## src/rtl/xbar_slave_scheduler_pkg.sv

```systemverilog
// xbar_slave_scheduler_pkg: shared constants and types for the per-slave crossbar scheduler
package xbar_slave_scheduler_pkg;
  localparam int N_MASTERS = 4;
  localparam int ADDR_WIDTH = 32;
  localparam int DATA_WIDTH = 32;
  localparam int DEF_ORDER_DEPTH = 4;
  localparam int TIMEOUT_CYCLES = 16;
  typedef enum logic {IDLE, REQ} sched_state_e;
  typedef logic [$clog2(N_MASTERS)-1:0] master_id_t;
  function automatic logic [N_MASTERS-1:0] id_onehot(master_id_t id);
    return N_MASTERS'(1) << id;
  endfunction
endpackage

```

## src/rtl/xbar_slave_scheduler_id_fifo.sv

```systemverilog
// xbar_id_fifo: in-order FIFO of master IDs for outstanding slave transactions
module xbar_id_fifo
  import xbar_slave_scheduler_pkg::*;
#(
  parameter int DEPTH = DEF_ORDER_DEPTH
) (
  input  logic       clk,
  input  logic       rst,
  input  logic       push_i,
  input  master_id_t din_i,
  input  logic       pop_i,
  output master_id_t dout_o,
  output logic       full_o,
  output logic       empty_o
);
  localparam int PW = $clog2(DEPTH);
  master_id_t mem_q [DEPTH];
  logic [PW-1:0] wr_q, rd_q;
  logic [PW:0] cnt_q;
  always_ff @(posedge clk)
    if (push_i) mem_q[wr_q] <= din_i;
  always_ff @(posedge clk or posedge rst)
    if (rst) begin
      wr_q  <= '0;
      rd_q  <= '0;
      cnt_q <= '0;
    end else begin
      wr_q  <= wr_q + {{(PW-1){1'b0}}, push_i};
      rd_q  <= rd_q + {{(PW-1){1'b0}}, pop_i};
      cnt_q <= cnt_q + {{PW{1'b0}}, push_i} - {{PW{1'b0}}, pop_i};
    end
  assign dout_o  = mem_q[rd_q];
  assign full_o  = cnt_q == (PW+1)'(DEPTH);
  assign empty_o = cnt_q == '0;
endmodule

```

## src/rtl/xbar_slave_scheduler.sv

```systemverilog
// xbar_slave_scheduler: round-robin share of one slave among masters with in-order response routing.
// Optional ack watchdog and m_err port when XBAR_SCHED_TIMEOUT_EN is defined.
module xbar_slave_scheduler
  import xbar_slave_scheduler_pkg::*;
#(
  parameter int ORDER_DEPTH = DEF_ORDER_DEPTH
) (
  input  logic                            clk,
  input  logic                            rst,
  input  logic [N_MASTERS-1:0]            m_req,
  input  logic [N_MASTERS*ADDR_WIDTH-1:0] m_addr,
  input  logic [N_MASTERS-1:0]            m_cmd,
  input  logic [N_MASTERS*DATA_WIDTH-1:0] m_wdata,
  output logic [N_MASTERS-1:0]            m_ack,
  output logic [N_MASTERS-1:0]            m_resp,
  output logic [DATA_WIDTH-1:0]           m_rdata,
  output logic                            s_req,
  output logic [ADDR_WIDTH-1:0]           s_addr,
  output logic                            s_cmd,
  output logic [DATA_WIDTH-1:0]           s_wdata,
  input  logic                            s_ack,
  input  logic                            s_resp,
  input  logic [DATA_WIDTH-1:0]           s_rdata,
`ifdef XBAR_SCHED_TIMEOUT_EN
  output logic [N_MASTERS-1:0]            m_err,
`endif
  output logic                            busy,
  output logic                            spurious_resp
);
  sched_state_e state_q, state_d;
  master_id_t grant_q, grant_d, last_q, last_d, pick, head;
  logic full, empty, done, fire, pop, spurious_q;
  logic [N_MASTERS-1:0] grant_oh;
  // first requester after last_q wins: descending scan so the nearest offset is written last
  always_comb begin
    pick = '0;
    for (int i = N_MASTERS; i >= 1; i--) begin
      master_id_t idx;
      idx = master_id_t'((int'(last_q) + i) % N_MASTERS);
      if (m_req[idx]) pick = idx;
    end
  end
  assign grant_oh = id_onehot(grant_q);
  assign done     = state_q == REQ && s_ack;
  assign pop      = s_resp && !empty;
`ifdef XBAR_SCHED_TIMEOUT_EN
  localparam int TW = $clog2(TIMEOUT_CYCLES + 1);
  logic [TW-1:0] tmo_q;
  always_ff @(posedge clk or posedge rst)
    if (rst) tmo_q <= '0;
    else tmo_q <= (state_q == REQ && !done && !fire) ? tmo_q + 1'b1 : '0;
  assign fire  = state_q == REQ && !s_ack && tmo_q == TW'(TIMEOUT_CYCLES);
  assign m_err = fire ? grant_oh : '0;
`else
  assign fire = 1'b0;
`endif
  always_comb begin
    state_d = state_q;
    grant_d = grant_q;
    last_d  = last_q;
    if (state_q == IDLE && |m_req && !full) begin
      state_d = REQ;
      grant_d = pick;
    end
    if (done || fire) begin
      state_d = IDLE;
      last_d  = grant_q;
    end
  end
  always_ff @(posedge clk or posedge rst)
    if (rst) begin
      state_q    <= IDLE;
      grant_q    <= '0;
      last_q     <= master_id_t'(N_MASTERS - 1);
      spurious_q <= 1'b0;
    end else begin
      state_q    <= state_d;
      grant_q    <= grant_d;
      last_q     <= last_d;
      spurious_q <= spurious_q | (s_resp && empty);
    end
  xbar_id_fifo #(.DEPTH(ORDER_DEPTH)) u_fifo (
    .clk    (clk),
    .rst    (rst),
    .push_i (done),
    .din_i  (grant_q),
    .pop_i  (pop),
    .dout_o (head),
    .full_o (full),
    .empty_o(empty)
  );
  assign s_req         = state_q == REQ;
  assign s_addr        = s_req ? m_addr[grant_q*ADDR_WIDTH +: ADDR_WIDTH] : '0;
  assign s_wdata       = s_req ? m_wdata[grant_q*DATA_WIDTH +: DATA_WIDTH] : '0;
  assign s_cmd         = s_req && m_cmd[grant_q];
  assign m_ack         = (done || fire) ? grant_oh : '0;
  assign m_resp        = pop ? id_onehot(head) : '0;
  assign m_rdata       = pop ? s_rdata : '0;
  assign busy          = s_req || !empty;
  assign spurious_resp = spurious_q;
endmodule

```

## config.mk

```make
export PLATFORM = sky130hd
export DESIGN_NAME = xbar_slave_scheduler
export DESIGN_NICKNAME = d
export VERILOG_FILES = /design/src/rtl/xbar_slave_scheduler_pkg.sv /design/src/rtl/xbar_slave_scheduler_id_fifo.sv /design/src/rtl/xbar_slave_scheduler.sv
export SDC_FILE = /design/constraint.sdc
export NUM_CORES = 1
export LEC_CHECK = 0
export CAP_MARGIN = 30
export CORE_AREA = 2 2 156 158
export CTS_BUF_LIST = sky130_fd_sc_hd__clkbuf_8
export DETAILED_ROUTE_END_ITERATION = 16
export DIE_AREA = 0 0 158 160
export PLACE_DENSITY = 0.5
export SKIP_CTS_REPAIR_TIMING = 1
export SLEW_MARGIN = 40
export SYNTH_ARGS = -nofsm -noshare
export SYNTH_HDL_FRONTEND = slang
export SYNTH_SLANG_ARGS = --single-unit
```

## constraint.sdc

```tcl
create_clock -name clk -period 2.31 [get_ports clk]
set_input_delay 0.3465 -clock clk [delete_from_list [all_inputs] [get_ports clk]]
set_output_delay 0.3465 -clock clk [all_outputs]
set_load 0.02 [all_outputs]
```

# ---- Word level (Yosys, flattened, before mapping)
# Memories as Yosys holds them, arrays and structs flattened.
# Cells that the tools add are included.
dict set report totals {
  wordCells 63
  in_bits 300
  ramBits 8
  latch_bits 0
  romBits 0
  reg_bits 13
  memories 1
  output_inout_bits 108
}
# memory words word_bits read_ports rd_ports_with_merged_regs wr line
set mem_list {}
lappend mem_list {u_fifo.mem_q 4 2 1 0 1 xbar_slave_scheduler_id_fifo.sv:17} ;# master_id_t mem_q [DEPTH];
dict set report op_classes {
  n_shift 4
  n_addsub 8
  n_div 0
  bitwise 2
  n_reduce_logical 12
  magnitude_cmp 5
  mux 23
  mul 0
  n_eq_ne 1
}
# op n
set ops {}
lappend ops {{indexed part select 128 x 8 -> 32 bit} 2}
lappend ops {{2-to-1 mux 32 bit} 3}
lappend ops {{< comparator 2 x 3 -> 1 bit (second input constant)} 5}
lappend ops {{binary-select mux 1 bit (select 2 bit)} 5}
lappend ops {{2-to-1 mux 1 bit} 9}
lappend ops {{2-to-1 mux 2 bit} 4}
lappend ops {{2-to-1 mux 4 bit} 2}
lappend ops {{<< shifter 1 x 2 -> 4 bit (first input constant)} 2}
lappend ops {{logical AND 1 bit} 6}
lappend ops {{adder 2 x 1 -> 2 bit} 2}
lappend ops {{adder 2 x 1 -> 2 bit (second input constant)} 2}
lappend ops {{adder 2 bit (second input constant)} 2}
lappend ops {{OR reduction 4 bit} 1}
lappend ops {{adder 3 x 1 -> 3 bit} 1}
lappend ops {{equality test 3 bit (second input constant)} 1}
lappend ops {{logical NOT 3 bit} 1}
lappend ops {{subtractor 3 x 1 -> 3 bit} 1}
lappend ops {{logical NOT 1 bit} 2}
lappend ops {{nonzero test 2 bit} 1}
lappend ops {{logical OR 1 bit} 1}
lappend ops {{NOT 1 bit} 1}
lappend ops {{OR 1 bit} 1}

# ---- Logic depth before layout (Yosys ltp)
# Gate-level depths: netlist (run 1).
dict set report logic_depth {
  word_depth 7
  depth_mapped 7
  ltp_nobuf 7
}

# ---- Hierarchy
# Synthesis (run 1) repeated with hierarchy kept, for this count alone.
dict set report unflattened {
  cells_unflattened 272
  hier_area_um2 3329.4
}
# mod seq_area_each_um2 n_inst area_per_inst_um2 cells_per_inst
set modules_own_cells {}
lappend modules_own_cells {xbar_slave_scheduler 152.6 1 2688.8 236}
lappend modules_own_cells {xbar_id_fifo 415.4 1 640.6 36}

# ---- Worst setup path after synthesis (run 1)
# Ideal clock, no wire load.
dict set report synth_timing {
  path_type {reg-to-reg}
  from {reg u_fifo.cnt_q[0]}
  to {reg u_fifo.cnt_q[2]}
  path_stages_with_launch 8
  path_slack_ps 390
  setup_ps 123
  n_path_buf 0
  period_less_slack_ps 1920
  required_time_ps 2187
  t_arrival_ps 1797
  cell_sequence {dfrtp_1 o31a_1 nand2_1 o21ai_0 ha_1 fa_1 xor2_1 xnor2_1}
}
dict set report synth_between {
  elab_chain_len 4
  word_cells_on_any_way 5
  cone_classes {add/sub (2); reduce/logical (3)}
}
# item line
set synth_rtl {}
lappend synth_rtl {{from (decl)} xbar_slave_scheduler_id_fifo.sv:19} ;# logic [PW:0] cnt_q;
lappend synth_rtl {{from (signal assigned)} xbar_slave_scheduler_id_fifo.sv:30} ;# cnt_q <= cnt_q + {{PW{1'b0}}, push_i} - {{PW{1'b0}}, pop_i};
lappend synth_rtl {{parallel branches: the longest is 3 deep, another holds adder 3 x 1 -> 3 bit} n/a}
lappend synth_rtl {{subtractor 3 x 1 -> 3 bit *} xbar_slave_scheduler_id_fifo.sv:30}
# Mark *: on every way between the ends.
# A chain may end at the register's enable or synchronous reset.

# ---- Worst setup path in the final report (run 1)
dict set report layout_timing {
  from {reg grant_q[0]}
  to {out s_wdata[16]}
}
dict set report layout_between {
  elab_chain_len 2
}
# item line
set layout_rtl {}
lappend layout_rtl {{from (decl)} xbar_slave_scheduler.sv:31} ;# master_id_t grant_q, grant_d, last_q, last_d, pick, head;
lappend layout_rtl {{from (signal assigned)} xbar_slave_scheduler.sv:78} ;# grant_q <= grant_d;
lappend layout_rtl {{indexed part select 128 x 8 -> 32 bit} xbar_slave_scheduler.sv:94} ;# assign s_wdata = s_req ? m_wdata[grant_q*DATA_WIDTH +: DATA_WIDTH] : '0;
lappend layout_rtl {{2-to-1 mux 32 bit} xbar_slave_scheduler.sv:94}
lappend layout_rtl {{to (decl)} xbar_slave_scheduler.sv:20} ;# output logic [DATA_WIDTH-1:0] s_wdata,
# No other way between the ends.

==> results of run 1 <==
==> final timing paths <==
check | end | slack [ps] | start
worst max register to register | u_fifo.cnt_q[2]$_DFF_PP0_ | 170 | u_fifo.cnt_q[0]$_DFF_PP0_
min in group asynchronous | u_fifo.cnt_q[2]$_DFF_PP0_ | 470 | rst
worst min register to register | spurious_resp$_DFF_PP0_ | 460 | spurious_resp$_DFF_PP0_
max in group asynchronous | grant_q[0]$_DFFE_PP0P_ | 1450 | rst
worst max-delay path | s_wdata[16] | -130 | grant_q[0]$_DFFE_PP0P_
worst min-delay path | spurious_resp$_DFF_PP0_ | 460 | spurious_resp$_DFF_PP0_
==> through the flow <==
stage,area (sq um),instances
after CTS,7786,999
after detailed placement,7740,995
final,8217,1014
after floorplan,3289,268
after global placement,7740,995
after global routing,8214,1013
==> cell usage after synthesis (all sizes together), types with 3 or more instances <==
cell type	number	area share (%)
and2	97	18
clkbuf	10	1.1
nand2	8	0.91
edfxtp	8	7.3
mux4	67	46
dfrtp	11	8.4
inv	6	0.68
buf	16	5.6
and3	4	0.76
nor3	4	0.61
xor2	3	0.80
nor3b	4	0.91
==> cell type report <==
class,count,area (sq um),area share (%)
Inverter,6,22.52,0.2741
Clock inverter,1,5.005,0.06091
Multi-Input combinational cell,215,2529,30.78
Tap cell,324,405.4,4.934
Clock buffer,3,41.29,0.5025
Sequential cell,21,576.8,7.020
Antenna cell,5,12.51,0.1523
Timing Repair Buffer,439,4624,56.28
==> sequential cells by signal, indices dropped and copies added, names as in the netlist <==
name	count
u_fifo.cnt_q	3
grant_q	2
spurious_resp	1
u_fifo.rd_q	2
s_req	1
u_fifo.mem_q	8
last_q	2
u_fifo.wr_q	2
==> logic make-up after synthesis <==
| logic type | Yosys count | synth area share [%] |
|---|---|---|
| AO/OA/AOI/OAI | 11 | 2.625 |
| buffers and inverters | 32 | 7.379 |
| multiplexers | 69 | 46.52 |
| AND/OR/NAND/NOR | 127 | 23.51 |
| XOR/XNOR | 5 | 1.332 |
| adder cells (fa/ha/maj) | 3 | 1.369 |
| flip-flops | 21 | 17.27 |
==> power by group <==
part / total (mW) / switching, mW / internal [mW]
Sequential: 0.749 / 0.169 / 0.580
Clock: 0.236 / 0.116 / 0.120
Combinational: 6.78 / 3.07 / 3.71
==> metal layers <==
| layer | routed length (microns) | global-route usage [%] | part of all wire (%) |
|---|---|---|---|
| met1 | 8033 | 18.09 | 38 |
| met2 | 10460 | 27.49 | 49 |
| met3 | 2420 | 5.129 | 11 |
| met4 | 241 | 3.276 | 1.1 |
| met5 | 0 | 0 | 0 |
==> impl_metrics.csv, run 1 <==
group,metric,value,unit
routing,drt-total-wl,21.15,mm
finish,nFillCells,2425,
die,io_pins,408,
routing,drc,0,
worst_hold_path,hold_class,"flop to flop",
sta,drv_slew,0,
worst_setup_path,worst-path-stages,7,
worst_setup_path,cpLargestDelayFamily,"buffers and inverters",
power,ir_drop,0.4328,mV
finish,finish.net_count,989,
routing,ant_nets,0,
worst_setup_path,slowest_stage,"dfrtp_4",
finish,drive_gt1_share,22.48,%
logic_synthesis,ys_seq_area_share,17.27,%
global_route,overflow,0,
sta,rsz0062_at_grt,"yes",
logic_synthesis,synth_cell_type_count,35,
sta,period_needed,2440,ps
worst_setup_path,path_cells,"buf_8, buf_6, clkbuf_16, buf_4, mux4_2, and2_1, clkbuf_2",
die,initial_utilization,13.81,%
sta,fin_skew,0.7949,ps
clocking,clock-root-buffer,"clkbuf_8",
worst_setup_path,max_stage_delay,500,ps
die,core-area,0.02382,sq mm
worst_setup_path,crit_buf_inv,5,
routing,drtIter0Drc,109,
logic_synthesis,syn_area_per_cell,12.27,sq um
logic_synthesis,syn_area,0.003289,sq mm
sta,period_share,105.6,%
sta,max_freq,409.8,MHz
die,fp-row-count,57,
sta,slew_headroom,65.27,%
global_route,antenna_found_initial,4,
power,total_leakage_power,4.107,nW
logic_synthesis,synth-seq-cells,21,
worst_hold_path,min_path_cells,1,
outcome,violations,"negative setup slack",
outcome,status,"finished, violations left",
finish,syn_to_final_growth,149.8,%
finish,fin_util,34.49,%
logic_synthesis,ys_async_sr_fraction,61.90,%
finish,layout_commonest_cell,"clkdlybuf4s50_1",
routing,drtPass1Iterations,4,
worst_setup_path,start_kind,"flop",
finish,mostFrequentLayoutCells,"clkdlybuf4s50_1, and2_1, dlymetal6s2s_1",
sta,fin_ws,-130.4,ps
worst_setup_path,cp.required,1960,ps
logic_synthesis,synth_ff_type,"dfrtp_1",
global_route,track_usage,15.51,%
logic_synthesis,synth_warnings,0,
sta,holdWs,464.6,ps
place,gp_congestion,0.8545,
die,dieHeight,160,microns
place,dpl.hpwl,18.07,mm
die,dieWidth,158,microns
place,dp_slack,-210.7,ps
clocking,cts_tree,"yes",
sta,setup_viol,9,
die,die-area,0.02528,sq mm
clocking,cts_buffers,3,
worst_setup_path,cp.arrival,2090,ps
worst_setup_path,timing.critical_path.fanout_max,6,
clocking,worst_skew_pair.late_latency,260,ps
logic_synthesis,synth_edf_count,8,
logic_synthesis,syn_nets,571,
routing,viasPerCell,4.087,
place,numPortBuffers,407,
global_route,grt_pass1_vias,4552,
worst_setup_path,reg2regPathDepth,8,
sta,worstMarginPinSlew,520.3,ps
routing,wl_per_cell,20.86,microns
clocking,clock_sinks,21,
run,maxCapViolCount,0,
logic_synthesis,syn_inst,268,
sta,setup_tns,-755.3,ps
routing,vias,4144,
power,powerDensity,945.4,mW/mm^2
global_route,grt_max_degree,61,
clocking,h-tree-depth,1,
clocking,clockBufferDepth,2,
sta,hold_violations,0,
worst_setup_path,crit_type,"flop to output port",
power,power,7.768,mW
worst_setup_path,crit_path_end_kind,"output port",
global_route,grt_pass1_wl,29.08,mm
clocking,cts.reportedPaths.clkPinSlew,70,ps
No activity file was read; power rests on OpenSTA's default activity.
==> inputs of run 2 (changes only) <==
Settings changed: CORE_AREA 2 2 156 158 to 2 2 157 159, DIE_AREA 0 0 158 160 to 0 0 159 161, PLACE_DENSITY 0.5 to 0.49, SYNTH_HIERARCHICAL set to 1.
==> run 2 against run 1 <==
  * The run still ends with negative setup slack left
  * Cell count hardly changed
  * Non-clock buffer count increased by 3
  * Flip-flop and latch count unchanged
  * Die area grew 1.3%
  * Clock skew increased by 1.3 ps
  * Synthesized cell count rose by 1.5%
  * Power down 3.4%
  * First-iteration DRC count is the same
  * Cell area fell by 0.30%
  * Highest routed layer unchanged
==> impl_metrics.csv, run 2 <==
group,metric,value,unit
outcome,status,"finished, violations left",
outcome,violations,"negative setup slack",
sta,period_share,102.7,%
die,initial_utilization,13.89,%
global_route,grt_pass1_vias,4604,
die,io_pins,408,
worst_setup_path,crit_type,"flop to output port",
sta,setup_viol,8,
sta,drv_slew,0,
finish,drive_gt1_share,23.15,%
logic_synthesis,synth_common_cells,"and2_1, mux4_2, clkbuf_1, dfrtp_1, inv_1",
logic_synthesis,synth_cell_type_count,35,
die,die-area,0.02560,sq mm
die,dieWidth,159,microns
routing,drtIter0Drc,109,
die,fp-row-count,57,
finish,reg_top3,"u_fifo/mem_q: 8 flops, u_fifo/cnt_q: 3 flops",
finish,largest_reg_flops,8,
logic_synthesis,synth-seq-cells,21,
power,switchingPower,3.223,mW
logic_synthesis,synth_warnings,6,
sta,fin_skew,2.076,ps
power,p_comb_share,87.0,%
worst_setup_path,cp.arrival,2030,ps
global_route,overflow,0,
sta,fin_ws,-62.90,ps
routing,ant_nets,0,
sta,slew_headroom,73.03,%
power,ir_drop,0.3900,mV
sta,max_freq,421.4,MHz
power,pwr-share-clk,2.9,%
sta,hold_violations,0,
global_route,antenna_found_initial,0,
worst_setup_path,reg2regPathDepth,9,
sta,period_needed,2373,ps
power,internal-power,4.282,mW
clocking,h-tree-depth,1,
sta,setup_tns,-315.5,ps
logic_synthesis,ys_async_sr_fraction,61.90,%
logic_synthesis,yosys.area.top_type,"mux4_2",
routing,vias,4162,
die,core-area,0.02396,sq mm
logic_synthesis,synth_edf_count,8,
place,place_inst,992,
clocking,cts_tree,"yes",
clocking,clock_sinks,21,
logic_synthesis,syn_area_per_cell,12.24,sq um
finish,mostFrequentLayoutCells,"clkdlybuf4s50_1, and2_1, dlymetal6s2s_1",
routing,viasPerCell,4.100,
logic_synthesis,yosys.area.top_type_share,43.97,%
worst_setup_path,crit_path_end_kind,"output port",
place,numPortBuffers,407,
worst_setup_path,r2r_slack,220,ps
logic_synthesis,syn_nets,577,
routing,drc,0,
routing,wl_per_cell,18.98,microns
die,dieHeight,161,microns
clocking,cts_buffers,3,
logic_synthesis,syn_inst,272,
worst_setup_path,start_kind,"flop",
worst_hold_path,hold_class,"input pin to asynchronous set/reset pin",
power,p_seq_share,10.1,%
finish,antenna_cells,0,
run,maxCapViolCount,0,
power,swShare,42.95,%
finish,layout_commonest_cell,"clkdlybuf4s50_1",
routing,drtPass1Iterations,6,
logic_synthesis,synthTopCellsByArea,"mux4_2, and2_1, dfrtp_1",
logic_synthesis,ys_seq_area_share,17.06,%
worst_setup_path,r2r-start,"u_fifo/cnt_q[1]$_DFF_PP0_",
global_route,grt_pass1_wl,27.42,mm
power,powerDensity,916.2,mW/mm^2
worst_setup_path,timing.critical_path.fanout_max,11,
finish,syn_to_final_growth,146.0,%
clocking,cts.reportedPaths.clkPinSlew,70,ps
place,dpl.hpwl,16.42,mm
clocking,clock-root-buffer,"clkbuf_8",
logic_synthesis,synth_ff_type,"dfrtp_1",
power,total_leakage_power,4.047,nW
global_route,track_usage,13.72,%
routing,drt-total-wl,19.27,mm
global_route,grt_max_degree,47,
finish,finish.net_count,997,
place,gp_congestion,0.9178,
worst_setup_path,cp.required,1960,ps
clocking,clockBufferDepth,2,
finish,regMostFlops,"u_fifo/mem_q",
logic_synthesis,syn_area,0.003329,sq mm
finish,final_cells,1015,
sta,rsz0062_at_grt,"yes",
sta,worstMarginPinSlew,394.4,ps
logic_synthesis,yosysMostFrequentCell,"and2_1",
worst_setup_path,r2r_end,"u_fifo/cnt_q[2]$_DFF_PP0_",
clocking,worst_skew_pair.late_latency,250,ps
[run 2: how the worst max path moves through the flow]
stage | startpoint | to | slack [ps] | depth (start not counted)
after floorplan | u_fifo/cnt_q[1]$_DFF_PP0_ | u_fifo/cnt_q[2]$_DFF_PP0_ | 80 | 9
after global placement | m_addr[69] | s_addr[5] | -130 | 4
after detailed placement | m_addr[69] | s_addr[5] | -140 | 4
after CTS | grant_q[0]$_DFFE_PP0P_ | s_wdata[27] | -420 | 4
after global routing | grant_q[0]$_DFFE_PP0P_ | s_wdata[15] | -140 | 6
final | grant_q[0]$_DFFE_PP0P_ | s_wdata[28] | -60 | 6
[run 2: through the flow]
step / setup WS (ps) / utilization (%) / total power [mW] / area (sq um) / hold slack [ps]
2_1_floorplan: 82.27 / - / 4.358 / 3329 / 136.0
3_3_place_gp: -129.0 / 32.57 / 7.050 / 7805 / 474.7
3_5_place_dp: -136.1 / 32.57 / 7.139 / 7805 / 483.1
4_1_cts: -422.5 / 32.76 / 7.377 / 7850 / 343.0
5_1_grt: -144.9 / 34.18 / 7.969 / 8192 / 361.1
6_report: -62.90 / 34.18 / 7.505 / 8192 / 343.0
[run 2: layer usage]
| layer | global-route usage (%) | part of all wire [%] | up-vias |
|---|---|---|---|
| li1 | - | - | 1870 |
| met1 | 15.24 | 37 | 2022 |
| met2 | 26.76 | 54 | 260 |
| met3 | 4.058 | 8.2 | 10 |
| met4 | 1.074 | 0.87 | 0 |
| met5 | 0 | 0 | - |
[run 2: layout make-up]
| cell class | count | area (sq um) |
|---|---|---|
| well taps | 324 | 405.4 |
| fillers | 2439 | 15770 |
| repair buffers | 442 | 4588 |
| flip-flops and latches | 21 | 576.8 |
| clock buffers | 3 | 41.29 |
| inverters | 9 | 33.78 |
| multi-input cells | 215 | 2542 |
| clock inverters | 1 | 3.754 |
[run 2: kinds of logic after synthesis]
family | Yosys count | share of synthesized area, %
simple gates | 128 | 23.53
mux | 69 | 46.19
buf+inv | 36 | 7.704
flops | 21 | 17.06
compound gates | 10 | 2.217
fa+ha+maj | 5 | 2.105
xor+xnor | 3 | 1.203
[run 2: power groups by stage]
stage | combinational [mW] | sequential (mW) | clock, mW
floorplan | 3.66 | 0.699 | 0
global placement | 6.31 | 0.738 | 0
detailed placement | 6.39 | 0.753 | 0
CTS | 6.40 | 0.748 | 0.229
global route | 6.93 | 0.785 | 0.252
finish | 6.53 | 0.760 | 0.219
[run 2: worst max-delay path, stage by stage, from the launching register on]
cell and delay, ps:
dfrtp_4 550, buf_6 150, buf_16 140, buf_4 150
mux4_2 440, and2_1 170, clkbuf_2 170
==> inputs of run 3 (changes only) <==
==> constraint.sdc (replaced) <==
create_clock -name clk -period 2.31 [get_ports clk]
set_input_delay 0.231 -clock clk [delete_from_list [all_inputs] [get_ports clk]]
set_output_delay 0.231 -clock clk [all_outputs]
set_load 0.02 [all_outputs]
==> run 3 against run 2 <==
  * The run still ends with negative setup slack left
  * Flip-flop and latch count did not move
  * Via count fell by 3.0%
  * Clock skew hardly changed
  * Largest power group unchanged
  * Cell count is 2.1% lower
  * Largest cell class unchanged
  * Cell area down 3.0%
  * Sequential share of layout area rose by 0.22 points
  * First-iteration DRC count is 19% higher
  * Global-route usage up 0.52 points
==> impl_metrics.csv, run 3 (same netlist as run 2, synthesis figures left out) <==
group,metric,value,unit
outcome,status,"finished, violations left",
outcome,violations,"negative setup slack",
worst_setup_path,reg2regPathDepth,8,
die,core-area,0.02396,sq mm
sta,period_share,108.3,%
worst_setup_path,timing.critical_path.fanout_max,22,
power,ir_drop,0.4058,mV
worst_setup_path,start_kind,"flop",
worst_setup_path,r2r_slack,220,ps
clocking,cts_buffers,3,
clocking,h-tree-depth,1,
power,pwr-share-clk,3.2,%
worst_setup_path,path_cells,"buf_12, mux4_2, and2_1, clkdlybuf4s50_1",
sta,fin_skew,1.797,ps
global_route,antenna_found_initial,0,
clocking,clock_sinks,21,
worst_setup_path,crit_path_end_kind,"output port",
worst_setup_path,slowest_stage,"clkdlybuf4s50_1",
place,dp_slack,66.00,ps
finish,register_area,576.8,sq um
finish,layout_commonest_cell,"clkdlybuf4s50_1",
power,powerDensity,888.9,mW/mm^2
clocking,cts.reportedPaths.clkPinSlew,70,ps
finish,nFillCells,2416,
sta,hold_violations,0,
routing,ant_nets,0,
worst_setup_path,r2r_end,"u_fifo/cnt_q[2]$_DFF_PP0_",
die,fp-row-count,57,
global_route,overflow,0,
finish,mostFrequentLayoutCells,"clkdlybuf4s50_1, and2_1, mux4_2",
power,p_seq_share,10.5,%
routing,vias,4036,
worst_setup_path,crit_type,"flop to output port",
sta,worstMarginPinSlew,386.1,ps
worst_setup_path,max_stage_delay,540,ps
finish,drive_gt1_share,13.43,%
finish,syn_to_final_growth,138.6,%
power,swShare,43.23,%
global_route,grt_max_degree,45,
place,numPortBuffers,407,
clocking,cts_tree,"yes",
clocking,worst_skew_pair.late_latency,250,ps
power,p_comb_share,86.3,%
worst_setup_path,cp.arrival,2270,ps
finish,largest_reg_flops,8,
die,initial_utilization,13.89,%
finish,multi_input_area,0.002512,sq mm
worst_setup_path,cpLargestDelayFamily,"buffers and inverters",
finish,reg_top3,"u_fifo/mem_q: 8 flops, u_fifo/cnt_q: 3 flops",
power,power,7.061,mW
power,switchingPower,3.053,mW
clocking,clockBufferDepth,2,
die,dieHeight,161,microns
power,total_leakage_power,3.531,nW
routing,drc,0,
die,dieWidth,159,microns
worst_setup_path,startpoint,"grant_q[0]$_DFFE_PP0P_",
die,io_pins,408,
place,gp_congestion,0.8912,
finish,regMostFlops,"u_fifo/mem_q",
routing,drt-total-wl,19.30,mm
sta,max_freq,399.7,MHz
routing,wl_per_cell,19.42,microns
worst_setup_path,cp.required,2080,ps
worst_setup_path,worst-path-stages,4,
routing,drtIter0Drc,130,
sta,setup_tns,-2947,ps
worst_hold_path,hold_class,"input pin to asynchronous set/reset pin",
global_route,track_usage,14.24,%
sta,setup_viol,21,
sta,fin_ws,-191.9,ps
finish,finish.net_count,976,
worst_setup_path,crit_buf_inv,2,
global_route,grt_pass1_wl,28.37,mm
sta,slew_headroom,73.59,%
sta,period_needed,2502,ps
power,internal-power,4.008,mW
die,die-area,0.02560,sq mm
place,dpl.hpwl,17.12,mm
routing,drtPass1Iterations,4,
worst_setup_path,r2r-start,"u_fifo/cnt_q[1]$_DFF_PP0_",
global_route,grt_pass1_vias,4605,
run,maxCapViolCount,0,
finish,antenna_cells,0,
worst_setup_path,crit_path_end,"s_addr[0]",
sta,drv_slew,0,
routing,viasPerCell,4.060,
sta,rsz0062_at_grt,"yes",
clocking,clock-root-buffer,"clkbuf_8",
-- run 3: cell types whose count changed in the layout (fill, tap and decap cells not counted), moves of 7 or more --
cell             before  now
buf_4                21    8
clkdlybuf4s50_1     303  357
clkbuf_2             14    0
buf_2                 7    0
buf_6                15    1
and2_4               13    0
dlymetal6s2s_1       70   50
and2_1               85   98
-- run 3: per-layer routing --
metal  part of all wire [%]  global-route usage, %
met1                     35                  15.22
met2                     54                  28.10
met3                    9.1                  4.597
met4                    1.3                  1.322
met5                      0                      0
-- run 3: cell type report --
type | instances | area share, %
Inverter | 9 | 0.4253
Tap cell | 324 | 5.103
Clock buffer | 3 | 0.5198
Multi-Input combinational cell | 215 | 31.63
Sequential cell | 21 | 7.261
Clock inverter | 1 | 0.04725
Timing Repair Buffer | 421 | 55.02
-- run 3: power groups by stage --
stage / Clock [mW] / Sequential [mW] / Combinational [mW]
2_1_floorplan: 0 / 0.699 / 3.66
3_3_place_gp: 0 / 0.726 / 6.24
3_5_place_dp: 0 / 0.746 / 6.31
4_1_cts: 0.241 / 0.742 / 6.32
5_1_grt: 0.258 / 0.772 / 6.50
6_report: 0.226 / 0.744 / 6.09
-- run 3: worst min path at each step --
stage	cells after the start	endpoint	slack (ps)	from
floorplan	1	grant_q[0]$_DFFE_PP0P_	20	rst
global placement	1	spurious_resp$_DFF_PP0_	470	spurious_resp$_DFF_PP0_
detailed placement	1	spurious_resp$_DFF_PP0_	470	spurious_resp$_DFF_PP0_
CTS	2	spurious_resp$_DFF_PP0_	240	rst
global route	2	spurious_resp$_DFF_PP0_	270	rst
finish	2	grant_q[0]$_DFFE_PP0P_	230	rst
-- run 3: through the flow --
step	util (%)	hold WS (ps)	instance area, sq um	instances
5_1_grt	33.15	270.3	7944	994
3_3_place_gp	32.40	470.9	7765	990
4_1_cts	32.59	239.1	7810	994
6_report	33.15	232.7	7944	994
3_5_place_dp	32.40	471.2	7765	990
2_1_floorplan	-	20.51	3329	272
==> RTL edit 1: new RTL, config.mk and constraints of run 3 <==
Change the package constant `N_MASTERS` from 4 to 2.
--- a/src/rtl/xbar_slave_scheduler_pkg.sv
+++ b/src/rtl/xbar_slave_scheduler_pkg.sv
@@ -1,5 +1,5 @@
 // xbar_slave_scheduler_pkg: shared constants and types for the per-slave crossbar scheduler
 package xbar_slave_scheduler_pkg;
-  localparam int N_MASTERS = 4;
+  localparam int N_MASTERS = 2;
   localparam int ADDR_WIDTH = 32;
   localparam int DATA_WIDTH = 32;
Ports: changed (6 resized); port bits go from 408 to 272. The function was not compared with the original's and may differ.
==> RTL edit 1 against run 3 <==
Sequential cell count down 6. Routed wire length down 54%. Final cell count down 18%. Via count down 36%. Cell area down 34%. Register-to-register slack better by 0.13 ns. Synthesized cell count down 15%. Clock skew up 0.0039 ns. Total power down 39%. Clock power down 8%. Sequential share of layout area up 0.43 points. Synthesized area down 37%. Worst setup slack better by 0.29 ns. Critical path type unchanged. Largest cell class unchanged.
==> RTL edit 1: results (changes against run 3) <==
Place
  – Final Wtd Congestion: 0.7127 (-20%)
  – Hpwl dp: 7654 um (-55%)
  – Dpl cells: 815 (-18%)

Power
  – Pint: 0.002455 W (-39%)
  – Max IR drop VDD: 0.3646 mV (-10%)
  – P_leak: 2.062 nW (-42%)

Detailed routing
  – Vias per cell: 3.145 (-23%)
  – Post-Route WL: 8891 um (-54%)
  – First-iteration detailed-routing DRC count: 81 (-38%)
  – WL per Instance: 10.86 um (-44%)

Outcome
  – Status: finished clean

Yosys
  – Synth top cells by count: 66 x mux2i_1, 66 x nor2b_1, 33 x and2_1
  – Synth top area cells: mux2i_1 32%, nor2b_1 20%, dfrtp_1 12%, and2_1 9.9%, edfxtp_1 5.8%
  – Ys async rst share: 0.7333 (+0.1143)
  – Syn Inst Count: 231 (-15%)
  – Post-Syn Nets: 404 (-30%)

STA
  – Fin Clk Skew: 0.005665 ns (+0.003868 ns)
  – Max-slew headroom: 0.6776 (-0.05830)

GRT
  – First-pass GRT wire length: 13680 um (-52%)
  – Vias in the first global route: 2569 (-44%)
  – Largest net degree at the start of global routing: 72 (+60%)

Critical path
  – Max FO, Critical Path: 28 (+27%)
  – WP data arrival: 1.99 ns (-0.28 ns)

Cells and area
  – Share of layout cells above drive strength 1: 0.03636 (-0.09796)
  – Largest regs: u_fifo/mem_q x4, u_fifo/cnt_q x3
  – Nets: 669 (-31%)
  – Filler cell count: 2667 (+10%)

CTS
  – Htree depth: 1 (unchanged)

Floorplan
  – Starting Density: 0.08688 (-0.05206)
## RTL edit 1: kinds of logic (layout without fill, tap and decap cells)
| logic type | Yosys count | count (layout) | synth area share |
|---|---|---|---|
| xor gates and xnor gates | 3 | 3 | 0.01923 |
| AOI/OAI and AO/OA | 5 | 5 | 0.01863 |
| adders and majority gates | 5 | 5 | 0.03366 |
| muxes | 67 | 67 | 0.3281 |
| and+or+nand+nor | 111 | 111 | 0.3389 |
| DFF | 15 | 15 | 0.1905 |
| buffers and inverters | 25 | 289 | 0.07091 |
## RTL edit 1: worst max-delay path, stage by stage (launching register included)
cell and delay (ns):
dfrtp_4 0.57, buf_12 0.21, mux2i_1 0.14, nor2b_1 0.14, clkdlybuf4s50_1 0.64
## RTL edit 1: worst paths after layout
check	startpoint	endpoint	slack (ns)
min in group clk	spurious_resp$_DFF_PP0_	spurious_resp$_DFF_PP0_	0.46
worst max-delay path	grant_q$_DFFE_PP0P_	s_wdata[8]	0.09
max in group asynchronous	rst	u_fifo/wr_q[0]$_DFF_PP0_	1.84
worst min-delay path	rst	spurious_resp$_DFF_PP0_	0.21
worst max register to register	u_fifo/cnt_q[0]$_DFF_PP0_	u_fifo/cnt_q[2]$_DFF_PP0_	0.35
worst min register to register	spurious_resp$_DFF_PP0_	spurious_resp$_DFF_PP0_	0.46
## RTL edit 1: cell type report
type,instances,area (um^2),share of cell area
flip-flops and latches,15,401.6,0.07687
repair buffers,278,2803,0.5364
well taps,324,405.4,0.07759
clock inverters,1,5.005,0.0009579
clock buffers,3,41.29,0.007902
inverters,7,26.28,0.005029
multi-input cells,191,1543,0.2953
## RTL edit 1: metrics by stage
step | util | setup WS, ns | hold slack [ns] | instance area [um^2] | total power [W]
2_1_floorplan | - | 0.2101 | -0.003644 | 2082 | 0.002605
3_3_place_gp | 0.2159 | 0.2165 | 0.4662 | 5174 | 0.004212
3_5_place_dp | 0.2159 | 0.2131 | 0.4537 | 5174 | 0.004188
4_1_cts | 0.2178 | 0.01831 | 0.2235 | 5220 | 0.004418
5_1_grt | 0.2180 | 0.007560 | 0.2347 | 5225 | 0.004654
6_report | 0.2180 | 0.09358 | 0.2146 | 5225 | 0.004336
## RTL edit 1: routing by layer
layer / routed length, um / track usage / part of all wire
met1: 3778 / 0.07880 / 0.42
met2: 4240 / 0.1166 / 0.48
met3: 802 / 0.01721 / 0.090
met4: 70 / 0.009091 / 0.0079
met5: 0 / 0 / 0
## RTL edit 1: power by group through the flow
stage | logic (W) | registers [W] | clock network, W
2_1_floorplan | 0.00211 | 0.000499 | 0
3_3_place_gp | 0.00366 | 0.000549 | 0
3_5_place_dp | 0.00364 | 0.000551 | 0
4_1_cts | 0.00366 | 0.000545 | 0.000216
5_1_grt | 0.00386 | 0.000568 | 0.000228
6_report | 0.00358 | 0.000544 | 0.000209
==> RTL edit 2: new RTL, settings of run 3 <==
Without the edit above. Add a define of `XBAR_SCHED_TIMEOUT_EN`.
--- a/src/rtl/xbar_slave_scheduler.sv
+++ b/src/rtl/xbar_slave_scheduler.sv
@@ -1,4 +1,6 @@
 // xbar_slave_scheduler: round-robin share of one slave among masters with in-order response routing.
 // Optional ack watchdog and m_err port when XBAR_SCHED_TIMEOUT_EN is defined.
+`define XBAR_SCHED_TIMEOUT_EN
+
 module xbar_slave_scheduler
   import xbar_slave_scheduler_pkg::*;
Function (old outputs only; new: m_err): same outputs for any inputs over 4 cycles, from zero or initial values and one cycle with rst high; that may be too few to reach the edited logic, so the function may still have changed.
==> RTL edit 2 against run 3 <==
Cell area grew 5.6%. Sequential share of layout area is 1.1 points higher. Worst setup slack improved by 0.21 ns. Routed wire length increased by 0.54%. Fmax increased by 9.1%. Sequential cell count is 5 higher. Total power grew 6.2%. Die area stayed put. Global-route usage shrank 0.25 points. First-iteration DRC count down 10%. Synthesized area up 7.6%. Largest cell class unchanged.
==> RTL edit 2: results (changes against run 3) <==
CTS
  – Max clock buf depth: 2 (unchanged)
  – Clock slew at reported path FFs: 0.09 ns (+0.02 ns)
  – CTS root buffer: clkbuf_8
  – Htree depth: 1 (unchanged)
  – Clock buffers created by TritonCTS: 3 (unchanged)
  – Worst-Skew Late Latency: 0.27 ns (+0.02 ns)

Place
  – Post-DP Area: 8075 um^2 (+4.0%)
  – Final Wtd Congestion: 0.9064 (+1.7%)
  – Port Buf Inserts: 411 (+0.98%)
  – Hpwl dp: 16960 um (-0.94%)
  – Dpl cells: 1015 (+2.5%)
  – Dpl ws: 0.06374 ns (-0.002258 ns)

Yosys
  – EDFF count, synth: 8 (unchanged)
  – Sequential share of the synthesized area: 0.1935 (+0.02289)
  – Mean Syn Cell Area: 12.10 um^2 (-1.1%)
  – Yosys Warn Count: 6 (unchanged)
  – Synth top area cells: mux4_2 41%, and2_1 17%, dfrtp_1 11%, edfxtp_1 6.7%, buf_12 3.4%
  – Unique masters post-synth: 39 (+11%)
  – Synth Flop Type: dfrtp_1
  – Post-Syn Nets: 603 (+4.5%)
  – Ys async rst share: 0.6923 (+0.07326)
  – Synth top cells by count: 98 x and2_1, 65 x mux4_2, 16 x dfrtp_1

Critical path
  – Crit path launch: grant_q[0]$_DFFE_PP0P_
  – Largest delay share family, worst path: buffers and inverters
  – Setup slack, reg-to-reg: 0.21 ns
  – FF-to-FF End: u_fifo/cnt_q[2]$_DFF_PP0_
  – Max FO, Critical Path: 15 (-32%)
  – CP max-delay cell: dfrtp_4
  – Reg2reg start: u_fifo/cnt_q[1]$_DFF_PP0_
  – Max stage delay on crit path: 0.53 ns
  – WP data arrival: 2.06 ns (-0.21 ns)
  – Reg2Reg Depth: 8 (unchanged)

Cells and area
  – Largest regs: u_fifo/mem_q x8, tmo_q x5, u_fifo/cnt_q x3
  – Filler cell count: 2423 (+0.29%)
  – Share of layout cells above drive strength 1: 0.1471 (+0.01281)
  – Area delta synth->final: 134.3%
  – Nets: 1008 (+3.3%)

GRT
  – Largest net degree at the start of global routing: 42 (-6.7%)
  – GRT Util Overall: 0.1399 (-0.002465)
  – Vias in the first global route: 4648 (+0.93%)
  – Antenna violations before repair: 1 (+1)
  – First-pass GRT wire length: 27950 um (-1.5%)

Power
  – P_leak: 4.059 nW (+15%)
  – Pint: 0.004357 W (+8.7%)
  – Max IR drop VDD: 0.4822 mV (+19%)

Detailed routing
  – Post-Route WL: 19400 um (+0.54%)
  – Vias per cell: 4.076 (+0.39%)
  – WL per Instance: 18.93 um (-2.5%)
  – First-iteration detailed-routing DRC count: 117 (-10%)
  – DRT Pass-1 Iters: 6 (+2)

Hold path
  – Worst hold-check path type: in -> async

Outcome
  – Status: finished clean

STA
  – Max-slew headroom: 0.6801 (-0.05583)
  – Final Max Tran Viols: 0 (unchanged)
  – Hold_ws: 0.2108 ns (-0.02188 ns)
  – Fin Clk Skew: 0.002153 ns (+0.0003557 ns)
-- RTL edit 2: how the worst max path moves through the flow --
| stage | end | slack, ns | cells after the start |
|---|---|---|---|
| after global routing | s_wdata[15] | -0.06 | 6 |
| after detailed placement | m_err[0] | 0.06 | 6 |
| after floorplan | u_fifo/cnt_q[2]$_DFF_PP0_ | 0.08 | 9 |
| after CTS | m_err[0] | -0.25 | 6 |
| final | s_wdata[15] | 0.02 | 6 |
| after global placement | m_err[0] | 0.02 | 6 |
-- RTL edit 2: power groups by stage --
stage	Clock [W]	Sequential (W)	Combinational (W)
detailed placement	0	0.000857	0.00643
floorplan	0	0.000789	0.00377
global route	0.000408	0.000880	0.00668
global placement	0	0.000843	0.00638
finish	0.000375	0.000854	0.00627
CTS	0.000383	0.000847	0.00645
-- RTL edit 2: cell families (layout without fill, tap and decap cells) --
group / Yosys count / in the layout / synth area share
buffers and inverters: 40 / 444 / 0.07614
and+or+nand+nor: 137 / 137 / 0.2319
AOI/OAI and AO/OA: 10 / 10 / 0.02061
adders and majority gates: 7 / 7 / 0.02655
DFF: 26 / 26 / 0.1935
xor gates and xnor gates: 6 / 6 / 0.01851
other: 0 / 1 / 0
muxes: 70 / 70 / 0.4328
-- RTL edit 2: layer usage --
metal,routed length [um],track usage,vias up,part of all wire
met1,7084,0.1518,2008,0.37
met3,1395,0.02979,10,0.072
met2,10740,0.2794,247,0.55
met4,180,0.02521,0,0.0093
met5,0,0,-,0
li1,-,-,1913,-
-- RTL edit 2: cell type report --
type,instances,share of cell area
well taps,324,0.04831
repair buffers,428,0.5411
flip-flops and latches,26,0.08379
diodes,1,0.0002982
clock buffers,3,0.004920
inverters,12,0.005368
clock inverters,1,0.003578
multi-input cells,230,0.3127
